File: src/rtl/modulo_debounce_botoes_pkg.sv
// Shared definitions for the pushbutton conditioner: per-channel state encoding,
// board default sample divider and a width helper.
package modulo_debounce_botoes_pkg;

   typedef enum logic [1:0] {
      SOLTO       = 2'b00,
      VERIF_PRESS = 2'b01,
      PRESSIONADO = 2'b11,
      VERIF_SOLTA = 2'b10
   } estado_t;

   // 1 ms sample period on the 50 MHz board clock
   localparam int DIV_AMOSTRA_50MHZ = 50000;

   function automatic int largura_min1(input int n);
      return (n <= 1) ? 1 : $clog2(n);
   endfunction

endpackage

File: src/rtl/modulo_debounce_botoes_canal.sv
// One button channel: 2-FF synchronizer, tick-driven debounce FSM with
// saturating stability counter, registered level and press/release pulses.
//
//  state        | meaning
//  SOLTO        | released, stable (nivel = 0)
//  VERIF_PRESS  | pressed samples being counted, level still 0
//  PRESSIONADO  | pressed, stable (nivel = 1)
//  VERIF_SOLTA  | released samples being counted, level still 1
module modulo_debounce_botoes_canal
   import modulo_debounce_botoes_pkg::*;
#(
   parameter int N_ESTAVEL = 10
) (
   input  logic clk,
   input  logic clr,
   input  logic btn_n,
   input  logic tick,
   output logic nivel,
   output logic pulso_press,
   output logic pulso_solta
);

   localparam int                W_CNT   = $clog2(N_ESTAVEL + 1);
   localparam logic [W_CNT-1:0] CNT_FIM = W_CNT'(N_ESTAVEL);
   localparam logic [W_CNT-1:0] CNT_UM  = W_CNT'(1);

   logic             r_sync1;
   logic             r_sync2;
   estado_t          r_estado;
   logic [W_CNT-1:0] r_cnt;
   logic             r_nivel;
   logic             r_press;
   logic             r_solta;

   logic             w_amostra;
   logic [W_CNT-1:0] w_cnt_inc;

   assign w_amostra = ~r_sync2;
   assign w_cnt_inc = (r_cnt == CNT_FIM) ? r_cnt : r_cnt + CNT_UM;

   always_ff @(posedge clk or negedge clr) begin
      if (!clr) begin
         r_sync1  <= 1'b1;
         r_sync2  <= 1'b1;
         r_estado <= SOLTO;
         r_cnt    <= '0;
         r_nivel  <= 1'b0;
         r_press  <= 1'b0;
         r_solta  <= 1'b0;
      end else begin
         r_sync1 <= btn_n;
         r_sync2 <= r_sync1;
         r_press <= 1'b0;
         r_solta <= 1'b0;
         if (tick) begin
            case (r_estado)
               SOLTO: begin
                  if (w_amostra) begin
                     if (N_ESTAVEL == 1) begin
                        r_estado <= PRESSIONADO;
                        r_nivel  <= 1'b1;
                        r_press  <= 1'b1;
                        r_cnt    <= '0;
                     end else begin
                        r_estado <= VERIF_PRESS;
                        r_cnt    <= CNT_UM;
                     end
                  end
               end
               VERIF_PRESS: begin
                  if (!w_amostra) begin
                     r_estado <= SOLTO;
                     r_cnt    <= '0;
                  end else if (w_cnt_inc == CNT_FIM) begin
                     r_estado <= PRESSIONADO;
                     r_nivel  <= 1'b1;
                     r_press  <= 1'b1;
                     r_cnt    <= '0;
                  end else begin
                     r_cnt <= w_cnt_inc;
                  end
               end
               PRESSIONADO: begin
                  if (!w_amostra) begin
                     if (N_ESTAVEL == 1) begin
                        r_estado <= SOLTO;
                        r_nivel  <= 1'b0;
                        r_solta  <= 1'b1;
                        r_cnt    <= '0;
                     end else begin
                        r_estado <= VERIF_SOLTA;
                        r_cnt    <= CNT_UM;
                     end
                  end
               end
               VERIF_SOLTA: begin
                  if (w_amostra) begin
                     r_estado <= PRESSIONADO;
                     r_cnt    <= '0;
                  end else if (w_cnt_inc == CNT_FIM) begin
                     r_estado <= SOLTO;
                     r_nivel  <= 1'b0;
                     r_solta  <= 1'b1;
                     r_cnt    <= '0;
                  end else begin
                     r_cnt <= w_cnt_inc;
                  end
               end
               default: begin
                  r_estado <= SOLTO;
                  r_nivel  <= 1'b0;
                  r_cnt    <= '0;
               end
            endcase
         end
      end
   end

   assign nivel       = r_nivel;
   assign pulso_press = r_press;
   assign pulso_solta = r_solta;

endmodule

File: src/rtl/modulo_debounce_botoes.sv
// Multi-channel pushbutton conditioner: shared sample prescaler feeding
// N_CANAIS independent debounce channels.
module modulo_debounce_botoes
   import modulo_debounce_botoes_pkg::*;
#(
   parameter int N_CANAIS    = 4,
   parameter int DIV_AMOSTRA = DIV_AMOSTRA_50MHZ,
   parameter int N_ESTAVEL   = 10
) (
   input  logic                clk,
   input  logic                clr,
   input  logic [N_CANAIS-1:0] btn_n,
   output logic [N_CANAIS-1:0] nivel,
   output logic [N_CANAIS-1:0] pulso_press,
   output logic [N_CANAIS-1:0] pulso_solta,
   output logic                tick_amostra
);

   localparam int                W_DIV   = largura_min1(DIV_AMOSTRA);
   localparam logic [W_DIV-1:0] DIV_FIM = W_DIV'(DIV_AMOSTRA - 1);

   logic [W_DIV-1:0] r_div;
   logic             r_tick;
   logic [W_DIV-1:0] w_div_prox;

   assign w_div_prox = (r_div == DIV_FIM) ? '0 : r_div + W_DIV'(1);

   // tick is registered from the next count so it is high exactly while r_div == DIV_FIM
   always_ff @(posedge clk or negedge clr) begin
      if (!clr) begin
         r_div  <= '0;
         r_tick <= 1'b0;
      end else begin
         r_div  <= w_div_prox;
         r_tick <= (w_div_prox == DIV_FIM);
      end
   end

   assign tick_amostra = r_tick;

   for (genvar g = 0; g < N_CANAIS; g++) begin : g_canal
      modulo_debounce_botoes_canal #(
         .N_ESTAVEL (N_ESTAVEL)
      ) u_canal (
         .clk         (clk),
         .clr         (clr),
         .btn_n       (btn_n[g]),
         .tick        (r_tick),
         .nivel       (nivel[g]),
         .pulso_press (pulso_press[g]),
         .pulso_solta (pulso_solta[g])
      );
   end

endmodule

File: config.mk
export PLATFORM = sky130hd
export DESIGN_NAME = modulo_debounce_botoes
export DESIGN_NICKNAME = d
export VERILOG_FILES = /design/src/rtl/modulo_debounce_botoes_pkg.sv /design/src/rtl/modulo_debounce_botoes_canal.sv /design/src/rtl/modulo_debounce_botoes.sv
export SDC_FILE = /design/constraint.sdc
export NUM_CORES = 1
export LEC_CHECK = 0
export ABC_AREA = 1
export BUFFER_PORTS_ARGS = -buffer_cell sky130_fd_sc_hd__buf_2
export CAP_MARGIN = 40
export CORE_ASPECT_RATIO = 0.75
export CORE_MARGIN = 3
export CORE_UTILIZATION = 66
export DETAILED_ROUTE_END_ITERATION = 16
export HOLD_SLACK_MARGIN = 0.03
export PLACE_DENSITY = 0.95
export RECOVER_POWER = 50
export SLEW_MARGIN = 20
export SYNTH_ARGS = -nofsm -noshare
export SYNTH_HDL_FRONTEND = slang
export SYNTH_SLANG_ARGS = --single-unit
export TNS_END_PERCENT = 10
File: constraint.sdc
create_clock -name clk -period 2.45 [get_ports clk]
set_input_delay 0.245 -clock clk [delete_from_list [all_inputs] [get_ports clk]]
set_output_delay 0.245 -clock clk [all_outputs]
set_load 0.01 [all_outputs]
* Word-level counts from Yosys, hierarchy flattened *
Index checks and enable logic that the tools add are counted.

cells by class
  $add $sub $neg = 5
  equal/unequal tests = 54
  muxes and demuxes = 105
  reduce and logical (&&, ||, !) cells = 20

operators with widths
  kind                                                                    number
  4-bit 2-to-1 mux                                                        24
  4-bit one-hot mux with 4 select lines                                   4
  2-bit 2-to-1 mux                                                        24
  1-bit 2-to-1 mux                                                        44
  16-bit equality test (second input constant)                            2
  4-bit equality test (second input constant)                             8
  2-bit by 1-bit != test with 1-bit output (second input constant)        16
  2-bit one-hot mux with 4 select lines                                   4
  6-bit AND reduction                                                     4
  5-bit AND reduction                                                     4
  16-bit by 1-bit adder with 16-bit output (second input constant)        1
  4-bit by 1-bit adder with 4-bit output (second input constant)          4
  2-bit equality test (second input constant)                             8
  16-bit 2-to-1 mux                                                       1
  2-bit != test (second input constant)                                   8
  3-bit by 1-bit != test with 1-bit output (second input constant)        4
  3-bit != test (second input constant)                                   4
  3-bit AND reduction                                                     4
  2-bit by 1-bit equality test with 1-bit output (second input constant)  4
  2-bit logical NOT                                                       4
  1-bit one-hot mux with 2 select lines                                   4
  2-bit nonzero test                                                      4

storage, ports and cells
  register bits = 61
  bits of input ports = 6
  output and inout port bits = 13
  logic and storage cells = 214

* Longest topological paths before layout *
Gate-level depths: netlist (run 1).

  depth in word-level cells = 7
  gate-level depth with buffers = 11
  gate-level depth less buffers = 11

* By module *
From an unflattened synthesis (run 1), not the netlist that was laid out.

unflattened totals
  cell total of the unflattened synthesis = 505
  area total of the unflattened synthesis = 3764.9 um^2

modules (own cells, without submodules)
  module                        instances  cells each  area each (um^2)
  modulo_debounce_botoes_canal  4          88          675.6
  modulo_debounce_botoes        1          153         1062.3

* Worst setup path after synthesis (run 1) *
OpenSTA, ideal clock, no wires.

  kind = reg-to-reg
  from = register g_canal[3].u_canal.r_cnt[0]
  to = register g_canal[3].u_canal.r_nivel
  library setup time = 117 ps
  arrival time = 1457 ps
  path slack = 876 ps
  cell stages (with the launch flop) = 12
  clock period less this slack = 1574 ps
  cells stage by stage = dfrtp_1 > inv_1 > ha_1 > nand2_1 > nand3_1 > nand2_1 > nor2_1 > nand2_1 > o21ai_0 > nand3_1 > nand2_1 > nand2_1

on the way
  longest elaborated chain between the ends = 5
  elaborated cells on any way between the ends = 7
  those cells by class = add/sub: 1; eq/ne: 4; mux: 1; reduce/logical: 1

RTL lines
  element                                                                        RTL line                                                                 source
  start: declaration                                                             modulo_debounce_botoes_canal.sv:30                                       logic [W_CNT-1:0] r_cnt;
  start signal: assignment                                                       modulo_debounce_botoes_canal.sv:80                                       r_cnt <= w_cnt_inc;
  start signal: assignment                                                       modulo_debounce_botoes_canal.sv:106                                      r_cnt <= w_cnt_inc;
  4-bit by 1-bit adder with 4-bit output or 4-bit equality test (tied branches)  modulo_debounce_botoes_canal.sv:39                                       assign w_cnt_inc = (r_cnt == CNT_FIM) ? r_cnt : r_cnt + CNT_UM;
  4-bit 2-to-1 mux (*)                                                           modulo_debounce_botoes_canal.sv:39
  4-bit equality test (*)                                                        modulo_debounce_botoes_canal.sv:74, modulo_debounce_botoes_canal.sv:100
  2-bit by 1-bit != test with 1-bit output (no source line)                      -
  6-bit AND reduction (no source line) (*)                                       -
  end signal: assignment                                                         modulo_debounce_botoes_canal.sv:47                                       r_nivel <= 1'b0;
  end signal: assignment                                                         modulo_debounce_botoes_canal.sv:76                                       r_nivel <= 1'b1;
  end signal: assignment                                                         modulo_debounce_botoes_canal.sv:102                                      r_nivel <= 1'b0;
  end: declaration                                                               modulo_debounce_botoes_canal.sv:31                                       logic r_nivel;

Mark *: on every way between the ends. The rest lies on a longest branch, timed or not.
A chain may end at the register's enable or synchronous reset.

* Final worst setup path (run 1) *
Same ends and word-level chain as after synthesis.

==> run summary, run 1 <==
Across the VDD grid, the largest voltage drop is 342 uV. The pre-antenna-repair detailed-routing pass consisted of 5 iterations. The worst hold slack after final layout is 349 ps, and the average via count per standard cell is 5.46. The critical path class was reg -> reg.

For this design the ratio of total power to cell area is 464 nW/um^2. The headroom to the max-slew limit was 8.97%; the DRC violation count after routing was 0. For the core occupancy in the finished layout, the log shows 77.3%. The number of different library cells used by synthesis comes to 34. The worst slack at placement came out at 607 ps. The run gives 0 as the final number of hold-violating endpoints. The detailed router placed 3071 vias in this run. The cell at the slowest stage of the critical path is sky130_fd_sc_hd__dfrtp_1. The number of buffer cells added on primary ports is 18. The leakage dissipation is 1.93 nW.

The library cell used most frequently in the layout, excluding fill and tap cells, is sky130_fd_sc_hd__nand2_1. The share of total power in combinational logic was 2.1%. In the final design database the tool counted 517 nets.

The starting density of the core is 71.3%, and the count of maximum capacitance violations is 0. After technology mapping, the gate count stands at 464. The library cell appearing most often on the critical path is sky130_fd_sc_hd__nand2_1.

At the later pin of the worst-skew pair, clock insertion delay measures 350 ps. Dividing the synthesized area by the synthesized cell count gives 7.82 sq um. The arrival time at the worst endpoint was 2160 ps; the total wire length was 7800 microns. The synthesized design contains 61 register bits. From left edge to right edge, the die measures 91.6 microns.

The number of warnings reported in the yosys synthesis log was 0. The part of the cycle the worst path needs was 78.8%; the number of setup violations in the final report was 0. At the worst endpoint, the required time is 2680 ps. In this run, the number of DRC markers left after iteration 0 of detailed routing was 250. The register share of total power is 56.3%, and the count of filler cells inserted in the layout is 343. The number of antenna violations at the first check in global routing was 0.

The clock network is responsible for 41.7% of the overall power. 0 antenna diodes ended up in the layout. For this run the aggregate overflow at the end of global routing stands at 0. The tools report the post-detailed-placement half-perimeter wirelength as 5660 microns.

In this run the count of I/O pins placed on the die edge is 19. In this run the deepest clock path goes through 2 buffers. The remaining number of nets flagged by the antenna check after routing is 0, and the fraction of final layout cells with drive strength greater than 1 is 11.0%. The worst path setup slack after routing was 520 ps; the time the worst path needs with I/O delays and setup was 1930 ps. The analysis attributes to net switching a power of 0.401 mW.

Summing every instance area after synthesis gives 3630 sq um. Counting every sink on the clock net gives 61. The startpoint type of the worst setup path is a register. Count of placed standard cells including taps: 541. Derived from the worst setup path, the maximum achievable clock frequency is 518 MHz. Post-CTS repair changed the size of 0 cells.

The signal on the critical path passes through inv_1 > ha_1 > nand2_1 > nand3_1 > nand2_1 > nor2_1 > nand2_1 > o21ai_0 > nand3_1 > nand2_1 > nand2_1. The internal power was 1.43 mW; the total cell area at the placement stage was 3730 sq um. Path class of the lowest-slack min-delay path: reg -> reg.

The die height was 70.2 microns. The top cell types in the final layout, fill and taps aside, are 113 x sky130_fd_sc_hd__nand2_1, 71 x sky130_fd_sc_hd__inv_1, 53 x sky130_fd_sc_hd__dfrtp_1, 46 x sky130_fd_sc_hd__nor2_1, 31 x sky130_fd_sc_hd__nand3_1. Clock-pin slew was measured on the worst setup and hold paths at 70 ps.

The count of H-tree levels built during CTS came out at 3. Along the worst path, the maximum fanout reaches 6. Setup repair after global routing left no endpoint under its margin.

Routability-driven placement finished with a final weighted congestion of 0.914. The tools report the core region area as 5090 sq um. In the final routed layout, each cell accounts on average for 13.9 microns. In this run switching power makes up 22.0% of total power. The number of setup buffers added after CTS is 0. Family with the most delay on the worst path: simple AND/OR/NAND/NOR gates. The number of buffer and inverter instances along the worst setup path was 1; the number of core rows was 22.

Number of standard cells in the layout, taps in and fillers out: 562. The flow ran to the end, and the final reports show no timing, DRC or antenna violations. The total negative slack is 0 ps. The tools report the via count of the first global-routing pass as 3061.

STA classifies the critical path endpoint as a register. The net count after synthesis was 496. Clock skew on the completed layout was measured at 10.2 ps. The clock root buffer is sky130_fd_sc_hd__clkbuf_8.

The final total power is 1.83 mW, and the total clock buffers created by CTS is 9. The max-slew violation count was 0. The global routing usage summed across all routing layers was 26.6%; the wire length of the first global-routing pass was 13600 microns. Once layout is done, the placed cells without fillers occupy 3940 sq um. The delay of the slowest cell on the worst path is 420 ps. Sequential cells were found to cover 42.3% of the synthesized design area. The actual transition at the worst max-transition pin is 1370 ps. Entering global routing, the biggest net connects 38 pins. TritonCTS built the clock tree.

The area growth from synthesis to layout is 8.45%. The die covers 6430 sq um.
registers in the layout (all words and copies together) (netlist names):
name / count
g_canal.u_canal.r_estado: 8
g_canal.u_canal.r_sync2: 4
tick_amostra: 1
g_canal.u_canal.r_sync1: 4
r_div: 16
g_canal.u_canal.r_cnt: 16
g_canal.u_canal.nivel: 4
g_canal.u_canal.pulso_press: 4
g_canal.u_canal.pulso_solta: 4
final cells by class:
type | instances | area (sq um) | area share [%]
flip-flops and latches | 61 | 1540 | 39.0
inverters | 78 | 294 | 7.47
repair buffers | 24 | 153 | 3.88
well taps | 72 | 90.1 | 2.29
clock buffers | 14 | 153 | 3.88
multi-input cells | 311 | 1700 | 43.2
clock inverters | 2 | 10.0 | 0.254
synthesized netlist by cell type:
library cell | n | area share, %
sky130_fd_sc_hd__nand2_1 | 113 | 12
sky130_fd_sc_hd__inv_1 | 71 | 7.3
sky130_fd_sc_hd__dfrtp_1 | 53 | 37
sky130_fd_sc_hd__nor2_1 | 46 | 4.8
sky130_fd_sc_hd__nand3_1 | 31 | 4.3
sky130_fd_sc_hd__ha_1 | 26 | 9.0
sky130_fd_sc_hd__o21ai_0 | 26 | 3.6
sky130_fd_sc_hd__buf_4 | 12 | 2.5
sky130_fd_sc_hd__nor3_1 | 11 | 1.5
sky130_fd_sc_hd__nand4_1 | 9 | 1.6
sky130_fd_sc_hd__xor2_1 | 9 | 2.2
sky130_fd_sc_hd__dfstp_2 | 8 | 5.8
sky130_fd_sc_hd__a21oi_1 | 7 | 0.97
sky130_fd_sc_hd__inv_2 | 5 | 0.52
sky130_fd_sc_hd__nor2_2 | 5 | 0.86
sky130_fd_sc_hd__a22oi_1 | 4 | 0.83
sky130_fd_sc_hd__o21bai_1 | 4 | 0.83
sky130_fd_sc_hd__nand3b_1 | 3 | 0.62
sky130_fd_sc_hd__nor2_4 | 3 | 0.93
sky130_fd_sc_hd__nand2_2 | 2 | 0.34
sky130_fd_sc_hd__nor4_1 | 2 | 0.34
sky130_fd_sc_hd__o22ai_1 | 2 | 0.34
sky130_fd_sc_hd__a22o_1 | 1 | 0.24
sky130_fd_sc_hd__a31oi_1 | 1 | 0.17
sky130_fd_sc_hd__buf_2 | 1 | 0.14
sky130_fd_sc_hd__clkbuf_1 | 1 | 0.10
sky130_fd_sc_hd__clkinv_1 | 1 | 0.10
sky130_fd_sc_hd__clkinv_2 | 1 | 0.14
sky130_fd_sc_hd__nand2_4 | 1 | 0.31
sky130_fd_sc_hd__nand3_2 | 1 | 0.28
sky130_fd_sc_hd__nand3_4 | 1 | 0.48
sky130_fd_sc_hd__o31ai_2 | 1 | 0.34
sky130_fd_sc_hd__or2_2 | 1 | 0.17
sky130_fd_sc_hd__xnor2_1 | 1 | 0.24
power groups by stage:
stage               Combinational (mW)  Sequential (mW)  Clock [mW]
finish                          0.0381             1.03       0.761
global route                    0.0435             1.03       0.822
CTS                             0.0394             1.03       0.772
detailed placement              0.0333             1.04           0
global placement                0.0320             1.04           0
floorplan                      0.00438             1.04           0
per-layer routing:
layer / vias to the layer above / GRT usage, % / part of all wire (%)
met5: - / 0 / 0
met4: 0 / 8.36 / 1.3
met3: 19 / 9.47 / 7.1
met2: 135 / 44.2 / 49
met1: 1423 / 32.3 / 43
li1: 1494 / - / -
logic make-up (layout without fill, tap and decap cells):
group	after synthesis	after routing	synth area share, %
adder cells (fa/ha/maj)	26	26	8.97
flip-flops	61	61	42.3
AO/OA/AOI/OAI	46	46	7.31
buffers and inverters	92	118	10.8
XOR/XNOR	10	10	2.41
AND/OR/NAND/NOR	229	229	28.1
path summary, 6_finish.rpt:
path	from	end	slack (ps)	cells after the start
worst max-delay path	g_canal[3].u_canal.r_cnt[0]	g_canal[3].u_canal.nivel	520	11
worst min-delay path	g_canal[3].u_canal.r_sync1	g_canal[3].u_canal.r_sync2	350	0
worst max register to register	g_canal[3].u_canal.r_cnt[0]	g_canal[3].u_canal.nivel	520	11
worst min register to register	g_canal[3].u_canal.r_sync1	g_canal[3].u_canal.r_sync2	350	0
max in group asynchronous	clr	g_canal[2].u_canal.r_sync2	810	3
min in group asynchronous	clr	g_canal[0].u_canal.r_cnt[1]	740	2
timing repair:
item / CTS / global route
hold endpoints to repair: 26 / 0
setup endpoints to repair: 0 / 0
hold buffers: 5 / 0
No activity file was read; power rests on OpenSTA's default activity.
==> run 2: changes to the inputs <==
--- a/config.mk
+++ b/config.mk
@@ -10,10 +10,10 @@
 export CAP_MARGIN = 40
 export CORE_ASPECT_RATIO = 0.75
 export CORE_MARGIN = 3
-export CORE_UTILIZATION = 66
+export CORE_UTILIZATION = 61
 export DETAILED_ROUTE_END_ITERATION = 16
 export HOLD_SLACK_MARGIN = 0.03
-export PLACE_DENSITY = 0.95
+export PLACE_DENSITY = 0.9
 export RECOVER_POWER = 50
 export SLEW_MARGIN = 20
 export SYNTH_ARGS = -nofsm -noshare
==> constraint.sdc (replaced) <==
create_clock -name clk -period 1.8 [get_ports clk]
set_input_delay 0.18 -clock clk [delete_from_list [all_inputs] [get_ports clk]]
set_output_delay 0.18 -clock clk [all_outputs]
set_load 0.01 [all_outputs]
==> run summary, run 2 (synthesis results as in run 1) <==
The count of H-tree levels built during CTS is 3 (unchanged). The clock transition at the registers of the reported paths is 70 ps (about the same), and the time the worst path needs with I/O delays and setup is 1740 ps (-188 ps). The wire length of the first global-routing pass was 12800 microns (-6.3%); the final RePlAce weighted congestion was 0.927 (+1.4%). The core region area is 5550 sq um (+9.1%). The fraction of final layout cells with drive strength greater than 1 was 16.7% (+5.7 points). In this run the most critical hold path is launched from g_canal[0].u_canal.r_sync1.

The worst hold slack after final layout is 354 ps (+5.51 ps), and the maximum operating frequency is 574 MHz (+11%). The signal on the critical path passes through inv_2 > ha_2 > nand2_1 > nand3_1 > o21ai_2 > nor2_1 > nand3b_1 > buf_4 > nor2_1 > o21bai_1 > nand2_1. For the global routing usage summed across all routing layers, the log shows 23.9% (-2.7 points). The floorplan die width was 95.1 microns (+3.8%). The critical path class was reg -> reg.

The number of buffer and inverter instances along the worst setup path is 2 (+1). The worst-path maximum fanout is 5 (-1), and the via count of the first global-routing pass is 2872 (-6.2%). The family with the most delay on the worst path was simple AND/OR/NAND/NOR gates.

The growth of design area from synthesis to finish works out to 13.2%. The tools report the count of maximum capacitance violations as 0 (unchanged). Count of filler cells inserted in the layout: 374 (+9.0%). The maximum number of pins on one net before global-route repair is 62 (+63%).

The DRC violation count after routing is 0 (unchanged). The tools report the die area as 6920 sq um (+7.6%). Setup repair after global routing could not meet its margin everywhere. The run gives 12.0% (+3.1 points) as the headroom to the max-slew limit. The number of clock sinks seen by CTS was 61 (unchanged); the I/O pin count was 19 (unchanged).

The startpoint type of the worst setup path was a register. The launch point of the critical path is g_canal[1].u_canal.r_cnt[0]. For the total via count in the routed design, the log shows 3092 (+0.68%). The DRC violation total after the first TritonRoute iteration is 316 (+26%).

The run gives 0 (unchanged) as the final number of hold-violating endpoints. Endpoint class of the critical path: a register. The worst register-to-register path begins at g_canal[1].u_canal.r_cnt[0]. The delay of the slowest cell on the worst path came out at 420 ps (about the same).

In the layout the commonest cells are 110 x sky130_fd_sc_hd__nand2_1, 69 x sky130_fd_sc_hd__inv_1, 53 x sky130_fd_sc_hd__dfrtp_1, 42 x sky130_fd_sc_hd__nor2_1, 30 x sky130_fd_sc_hd__nand3_1. The tools report the total cell area at the placement stage as 3760 sq um (+0.91%). The root buffer cell chosen for the clock tree is sky130_fd_sc_hd__clkbuf_8. The final design instance area without fill is 4110 sq um (+4.4%), and the post-detailed-placement half-perimeter wirelength is 5130 microns (-9.3%). The tools report the number of antenna violations at the first check in global routing as 0 (unchanged). The max-slew violation count is 0 (unchanged), and the clock latency of the later-clocked register in the worst-skew pair is 350 ps (about the same). The mean routed wirelength per cell is 13.7 microns (-1.3%), and the actual transition at the worst max-transition pin is 1320 ps (-46.1 ps). The library cell used most frequently in the layout, excluding fill and tap cells, is sky130_fd_sc_hd__nand2_1. The maximum buffer depth of the clock tree was 2 (unchanged); the die height was 72.8 microns (+3.7%). In the final layout, the registers with the most flip-flops are g_canal.u_canal.r_cnt: 16 flops, r_div: 16 flops, g_canal.u_canal.r_estado: 8 flops. The worst slack at placement came out at 49.2 ps (-558 ps).

TritonCTS built the clock tree. The remaining number of nets flagged by the antenna check after routing is 0 (unchanged). For the worst IR drop on VDD, the log shows 441 uV (+29%). The logs give 65.3% (-5.9 points) for the starting density of the core and 0 (unchanged) for the number of antenna diodes. The largest individual stage delay along the critical path comes from the cell sky130_fd_sc_hd__dfrtp_1. The number of nets in the finished design is 524 (+1.4%), and the leakage dissipation is 2.02 nW (+4.8%).

The run gives 23 (+4.5%) as the number of core rows. The part of the cycle the worst path needs came out at 96.8% (+18 points). The run gives 9.05 ps (-1.14 ps) as the clock skew.

The number of optimization iterations in the first detailed-route pass is 5 (unchanged). The average via count per standard cell was 5.41 (-1.1%); the arrival time at the worst endpoint was 2030 ps (-130 ps). The total wire length was 7830 microns (+0.45%); the worst endpoint required time was 2080 ps (-600 ps). The total clock buffers created by CTS came out at 9 (unchanged). The run finished with clean final reports.

The logs give 0 (unchanged) for the remaining global-route overflow and 0 ps (unchanged) for the total negative slack. Total power density per cell area: 717 nW/um^2 (+54%). In this run the worst hold path is classified as reg -> reg.

The number of buffer cells added on primary ports came out at 18 (unchanged). The tools report the number of setup violations in the final report as 0 (unchanged). The run gives 57.6 ps (-462 ps) as the worst path setup slack after routing.
-- run 2: power breakdown --
part           internal, mW  total, mW  switching [mW]
clock                 0.957       1.50           0.541
combinational        0.0138     0.0481          0.0343
sequential             1.39       1.40         0.00948
total                  2.36       2.94           0.585
-- run 2: final cells by class --
cell class	count	area, sq um	area share (%)
Multi-Input combinational cell	311	1740	42.5
Sequential cell	61	1540	37.4
Inverter	78	294	7.16
Timing Repair Buffer	31	198	4.81
Clock buffer	12	145	3.53
Clock inverter	4	95.1	2.32
Tap cell	75	93.8	2.29
-- run 2: stage by stage --
step,instances,power [mW],util (%)
6_report,572,2.94,73.9
5_1_grt,572,3.02,73.9
4_1_cts,569,2.96,73.0
3_5_place_dp,548,1.47,67.8
3_3_place_gp,548,1.47,67.8
2_1_floorplan,464,1.43,-
-- run 2: final timing paths --
path | to | slack [ps] | cells past startpoint
worst min register to register | g_canal[0].u_canal.r_sync2 | 350 | 0
min in group asynchronous | g_canal[3].u_canal.r_cnt[0] | 740 | 3
worst max-delay path | g_canal[1].u_canal.nivel | 60 | 11
worst max register to register | g_canal[1].u_canal.nivel | 60 | 11
max in group asynchronous | r_div[9] | 250 | 3
worst min-delay path | g_canal[0].u_canal.r_sync2 | 350 | 0
-- run 2: repair_timing --
action,CTS,global route
setup endpoints to repair,2,17
hold endpoints to repair,57,0
cloned,0,0
pin swaps,0,2
gates resized for setup,2,17
hold buffers,5,0
setup buffers,0,3
-- run 2: metal layers --
layer,wire [microns],part of all wire (%),global-route usage [%],vias to the layer above
met3,486,6.2,5.98,20
li1,-,-,-,1510
met2,3730,48,38.8,118
met1,3430,44,30.9,1444
met5,0,0,0,-
met4,182,2.3,9.44,0
-- run 2: worst reg2reg max path, delay by kind of cell (launching register included) --
kind                       cells  cell delay [ps]
DFF                            1              420
and+or+nand+nor                6              620
AOI/OAI and AO/OA              2              160
buffers and inverters          2              290
adders and majority gates      1              180
==> run 3: changes to the inputs <==
--- a/config.mk
+++ b/config.mk
@@ -10,13 +10,14 @@
 export CAP_MARGIN = 40
 export CORE_ASPECT_RATIO = 0.75
 export CORE_MARGIN = 3
-export CORE_UTILIZATION = 61
+export CORE_UTILIZATION = 62
 export DETAILED_ROUTE_END_ITERATION = 16
 export HOLD_SLACK_MARGIN = 0.03
-export PLACE_DENSITY = 0.9
+export PLACE_DENSITY = 0.91
 export RECOVER_POWER = 50
 export SLEW_MARGIN = 20
 export SYNTH_ARGS = -nofsm -noshare
 export SYNTH_HDL_FRONTEND = slang
+export SYNTH_HIERARCHICAL = 1
 export SYNTH_SLANG_ARGS = --single-unit
 export TNS_END_PERCENT = 10
==> run summary, run 3 <==
The run finished with clean final reports. The run gives 6 (+6) as the number of warnings reported in the yosys synthesis log. Growth of design area from synthesis to finish: 10.9%. For the net count after synthesis, the log shows 536 (+8.1%). The worst IR drop on VDD was 468 uV (+6.1%). The library cell appearing most often on the critical path is sky130_fd_sc_hd__nand2_1. Total power density per cell area: 593 nW/um^2 (-17%).

The total clock buffers created by CTS is 9 (unchanged). Among cell families on the critical path, the largest total delay comes from simple AND/OR/NAND/NOR gates. The clock transition at the registers of the reported paths works out to 60 ps (about the same).

Leaving out fill and tap cells, the most frequent cell in the layout is sky130_fd_sc_hd__nand2_1. The register area share after synthesis was 40.8% (-1.5 points). The cell count of the worst reg-to-reg path was 11 (unchanged); the mean routed wirelength per cell was 12.7 microns (-7.4%). Worst flop-to-flop path endpoint: g_canal[0].u_canal/nivel. The number of instances on the worst hold path is 0 (unchanged). By count the netlist is led by 147 x sky130_fd_sc_hd__nand2_1, 71 x sky130_fd_sc_hd__inv_1, 53 x sky130_fd_sc_hd__dfrtp_1, 50 x sky130_fd_sc_hd__nand3_1, 43 x sky130_fd_sc_hd__nor2_1. The global routing usage summed across all routing layers was 25.1% (+1.2 points); the final design instance area without fill was 4180 sq um (+1.7%). The number of nets in the finished design came out at 572 (+9.2%). By startpoint and endpoint, the worst setup path is classified as reg -> reg. For the DRC violation count after routing, the log shows 0 (unchanged).

The run gives 356 ps (+1.26 ps) as the worst hold slack after final layout. For the post-synthesis cell count, the log shows 505 (+8.8%). The worst setup path is launched from a register. The share of synthesized registers carrying an async set or reset was 100% (unchanged). The logic depth of the worst path, buffers included came out at 11 (unchanged). The final RePlAce weighted congestion came out at 0.931 (+0.40%). TritonCTS built the clock tree.

The wire length of the first global-routing pass is 13700 microns (+7.6%). Routed signal wires occupy layers up through met4. The run gives 277 (-12%) as the DRC violation total after the first TritonRoute iteration. Final total power: 2.47 mW (-16%).

The min-delay analysis places its worst path in the category reg -> reg. The total negative slack came out at 0 ps (unchanged). The logs give 74.4% (+0.49 points) for the core occupancy in the finished layout and 1.9% (+0.3 points) for the share of total power in combinational logic. The startpoint identified for the worst register-to-register timing path is g_canal[0].u_canal/r_cnt[0]. The number of buffer cells added on primary ports is 18 (unchanged), and the count of cell types in the netlist is 26 (-24%). Remaining number of nets flagged by the antenna check after routing: 0 (unchanged). The headroom to the max-slew limit is 12.8% (+0.71 points). Among all flip-flop cells after synthesis, the most frequent one is sky130_fd_sc_hd__dfrtp_1. The maximum buffer depth of the clock tree is 2 (unchanged). For the setup fix buffers added after clock tree synthesis, the log shows 0 (unchanged). The register share of total power came out at 56.3% (+8.8 points). The run gives 0 (unchanged) as the count of maximum capacitance violations. Of all cell types, the one taking the most synthesized area is sky130_fd_sc_hd__dfrtp_1. Per-instance average area after synthesis: 7.46 sq um (-4.7%). The worst-path maximum fanout came out at 6 (+1). The cell at the slowest stage of the critical path was sky130_fd_sc_hd__dfrtp_1.

The delay of the slowest cell on the worst path is 440 ps (+20 ps). For the clock skew, the log shows 6.84 ps (-2.21 ps). The clock latency of the later-clocked register in the worst-skew pair was 340 ps (about the same). The floorplan die width was 96.0 microns (+0.97%); the number of buffer and inverter instances along the worst setup path was 2 (unchanged).

The critical path goes through inv_1 > ha_1 > nand2_1 > nand3_1 > nand2_2 > inv_1 > nand2_1 > nor2_1 > nand3_1 > nand2_1 > nand2_1. The beginning of the worst hold path is g_canal[2].u_canal/r_sync1. The fraction of power spent switching nets is 21.8% (+1.9 points), and the number of antenna violations at the first check in global routing is 0 (unchanged). The part of the cycle the worst path needs was 93.8% (-3.0 points).

The worst path setup slack after routing is 111 ps (+53.3 ps). The post-detailed-placement half-perimeter wirelength came out at 5770 microns (+12%). The fraction of final layout cells with drive strength greater than 1 was 15.8% (-0.95 points). The tools report the total length of routed met2 wires as 3670 microns (-1.7%). The time the worst path needs with I/O delays and setup was 1690 ps (-53.4 ps).

The number of synthesized register bits is 61 (unchanged). The net load switching power is 0.539 mW (-7.8%). Setup repair after global routing left no endpoint under its margin. Average via count per standard cell: 5.47 (+1.1%). The tools report the starting density of the core as 67.1% (+1.8 points).

The path with the worst hold slack has its endpoint at g_canal[2].u_canal/r_sync2. The arrival time at the worst endpoint is 1920 ps (-110 ps), and the total cell area at the placement stage is 3980 sq um (+5.7%). The worst endpoint required time is 2030 ps (-50 ps), and the die area is 7050 sq um (+1.9%). The die height is 73.5 microns (+0.95%). The run gives 7870 microns (+0.50%) as the total wire length. The remaining global-route overflow is 0 (unchanged). The setup slack of the worst register-to-register path was 110 ps (+50 ps); the total routed wire length on the met1 layer was 3570 microns (+4.1%). The number of antenna diodes is 0 (unchanged). The via count of the first global-routing pass was 3130 (+9.0%); the number of clock sinks seen by CTS was 61 (unchanged). Clock share of power: 41.8% (-9.1 points). The total via count in the routed design was 3395 (+9.8%). The library cells used most frequently in the layout, excluding fill and tap cells, are 147 x sky130_fd_sc_hd__nand2_1, 71 x sky130_fd_sc_hd__inv_1, 53 x sky130_fd_sc_hd__dfrtp_1, 50 x sky130_fd_sc_hd__nand3_1, 42 x sky130_fd_sc_hd__nor2_1.

sky130_fd_sc_hd__nand2_1 is the most common cell in the netlist. The run gives 19 (unchanged) as the I/O pin count. The count of H-tree levels built during CTS is 3 (unchanged). The actual transition at the worst max-transition pin was 1310 ps (-10.6 ps).

The tools report the internal power as 1.94 mW (-18%). The maximum number of pins on one net before global-route repair was 62 (unchanged). STA classifies the critical path endpoint as a register. The tree is rooted in a sky130_fd_sc_hd__clkbuf_8. Routed length on met3: 490 microns (+0.82%). The count of placed standard cells including taps is 600 (+9.5%), and the number of standard cells in the layout, taps in and fillers out is 621 (+8.6%).

The logs give 5 (unchanged) for the number of optimization iterations in the first detailed-route pass and 0 (unchanged) for the final number of hold-violating endpoints. The worst slack at placement was 167 ps (+118 ps); the area share of the largest cell type after synthesis was 35.2% (-1.3 points). The logs give 0 (unchanged) for the number of setup violations in the final report and 2.15 nW (+6.4%) for the leakage dissipation. The number of synthesized flops with an enable pin was 0 (unchanged); the cell area after synthesis was 3760 sq um (+3.8%).

The number of core rows was 23 (unchanged). Maximum operating frequency: 592 MHz (+3.2%). Core region area: 5610 sq um (+1.0%). The max-slew violation count was 0 (unchanged).

By area the synthesized netlist is led by sky130_fd_sc_hd__dfrtp_1 35%, sky130_fd_sc_hd__nand2_1 15%, sky130_fd_sc_hd__ha_1 8.3%, sky130_fd_sc_hd__inv_1 7.1%, sky130_fd_sc_hd__nand3_1 6.6%. In the final layout, the registers with the most flip-flops are g_canal.u_canal/r_cnt: 16 flops, r_div: 16 flops, g_canal.u_canal/r_estado: 8 flops.
## run 3: how the worst max path moves through the flow
stage / from / endpoint / slack [ps]
2_1_floorplan: g_canal[0].u_canal/r_estado[0] / g_canal[0].u_canal/nivel / 370
3_3_place_gp: r_div[0] / tick_amostra / 260
4_1_cts: r_div[0] / tick_amostra / 140
6_report: g_canal[0].u_canal/r_cnt[0] / g_canal[0].u_canal/nivel / 110
3_5_place_dp: r_div[0] / tick_amostra / 170
5_1_grt: g_canal[2].u_canal/r_cnt[0] / g_canal[2].u_canal/nivel / 3
## run 3: worst register-to-register path: stages (launching register included)
cell                      delay, ps
sky130_fd_sc_hd__dfrtp_1        440
sky130_fd_sc_hd__inv_1          150
sky130_fd_sc_hd__ha_1           210
sky130_fd_sc_hd__nand2_1         90
sky130_fd_sc_hd__nand3_1        110
sky130_fd_sc_hd__nand2_2         80
sky130_fd_sc_hd__inv_1           60
sky130_fd_sc_hd__nand2_1         40
sky130_fd_sc_hd__nor2_1         180
sky130_fd_sc_hd__nand3_1        120
sky130_fd_sc_hd__nand2_1         70
sky130_fd_sc_hd__nand2_1         40
## run 3: kinds of logic (layout without fill, tap and decap cells)
group | after synthesis | in the layout | share of synthesized area, %
simple gates | 315 | 315 | 38.6
buf+inv | 78 | 119 | 7.88
flops | 61 | 61 | 40.8
fa+ha+maj | 25 | 25 | 8.31
compound gates | 24 | 24 | 3.99
xor+xnor | 2 | 2 | 0.465
## run 3: power groups by stage
stage               registers, mW  clock network (mW)  logic (mW)
floorplan                    1.42                   0     0.00622
global placement             1.42                   0      0.0443
detailed placement           1.42                   0      0.0452
CTS                          1.39                1.06      0.0530
global route                 1.39                1.13      0.0536
finish                       1.39                1.04      0.0465
## run 3: timing repair
item | CTS | global route
hold endpoints to repair | 57 | 0
setup endpoints to repair | 0 | 3
gates resized for setup | 0 | 1
hold buffers | 5 | 0
## run 3: final cells by class
cell class	instances	area [sq um]
timing repair buffer	26	160
fill	412	1440
clock buffer	14	153
inverter	77	289
sequential	61	1540
multi-input combinational	366	1930
tap	75	93.8
clock inverter	2	10.0
## run 3: per-layer routing
metal,vias up,track usage [%]
li1,1696,-
met1,1565,33.7
met2,115,38.6
met3,19,7.88
met4,0,8.52
met5,-,0
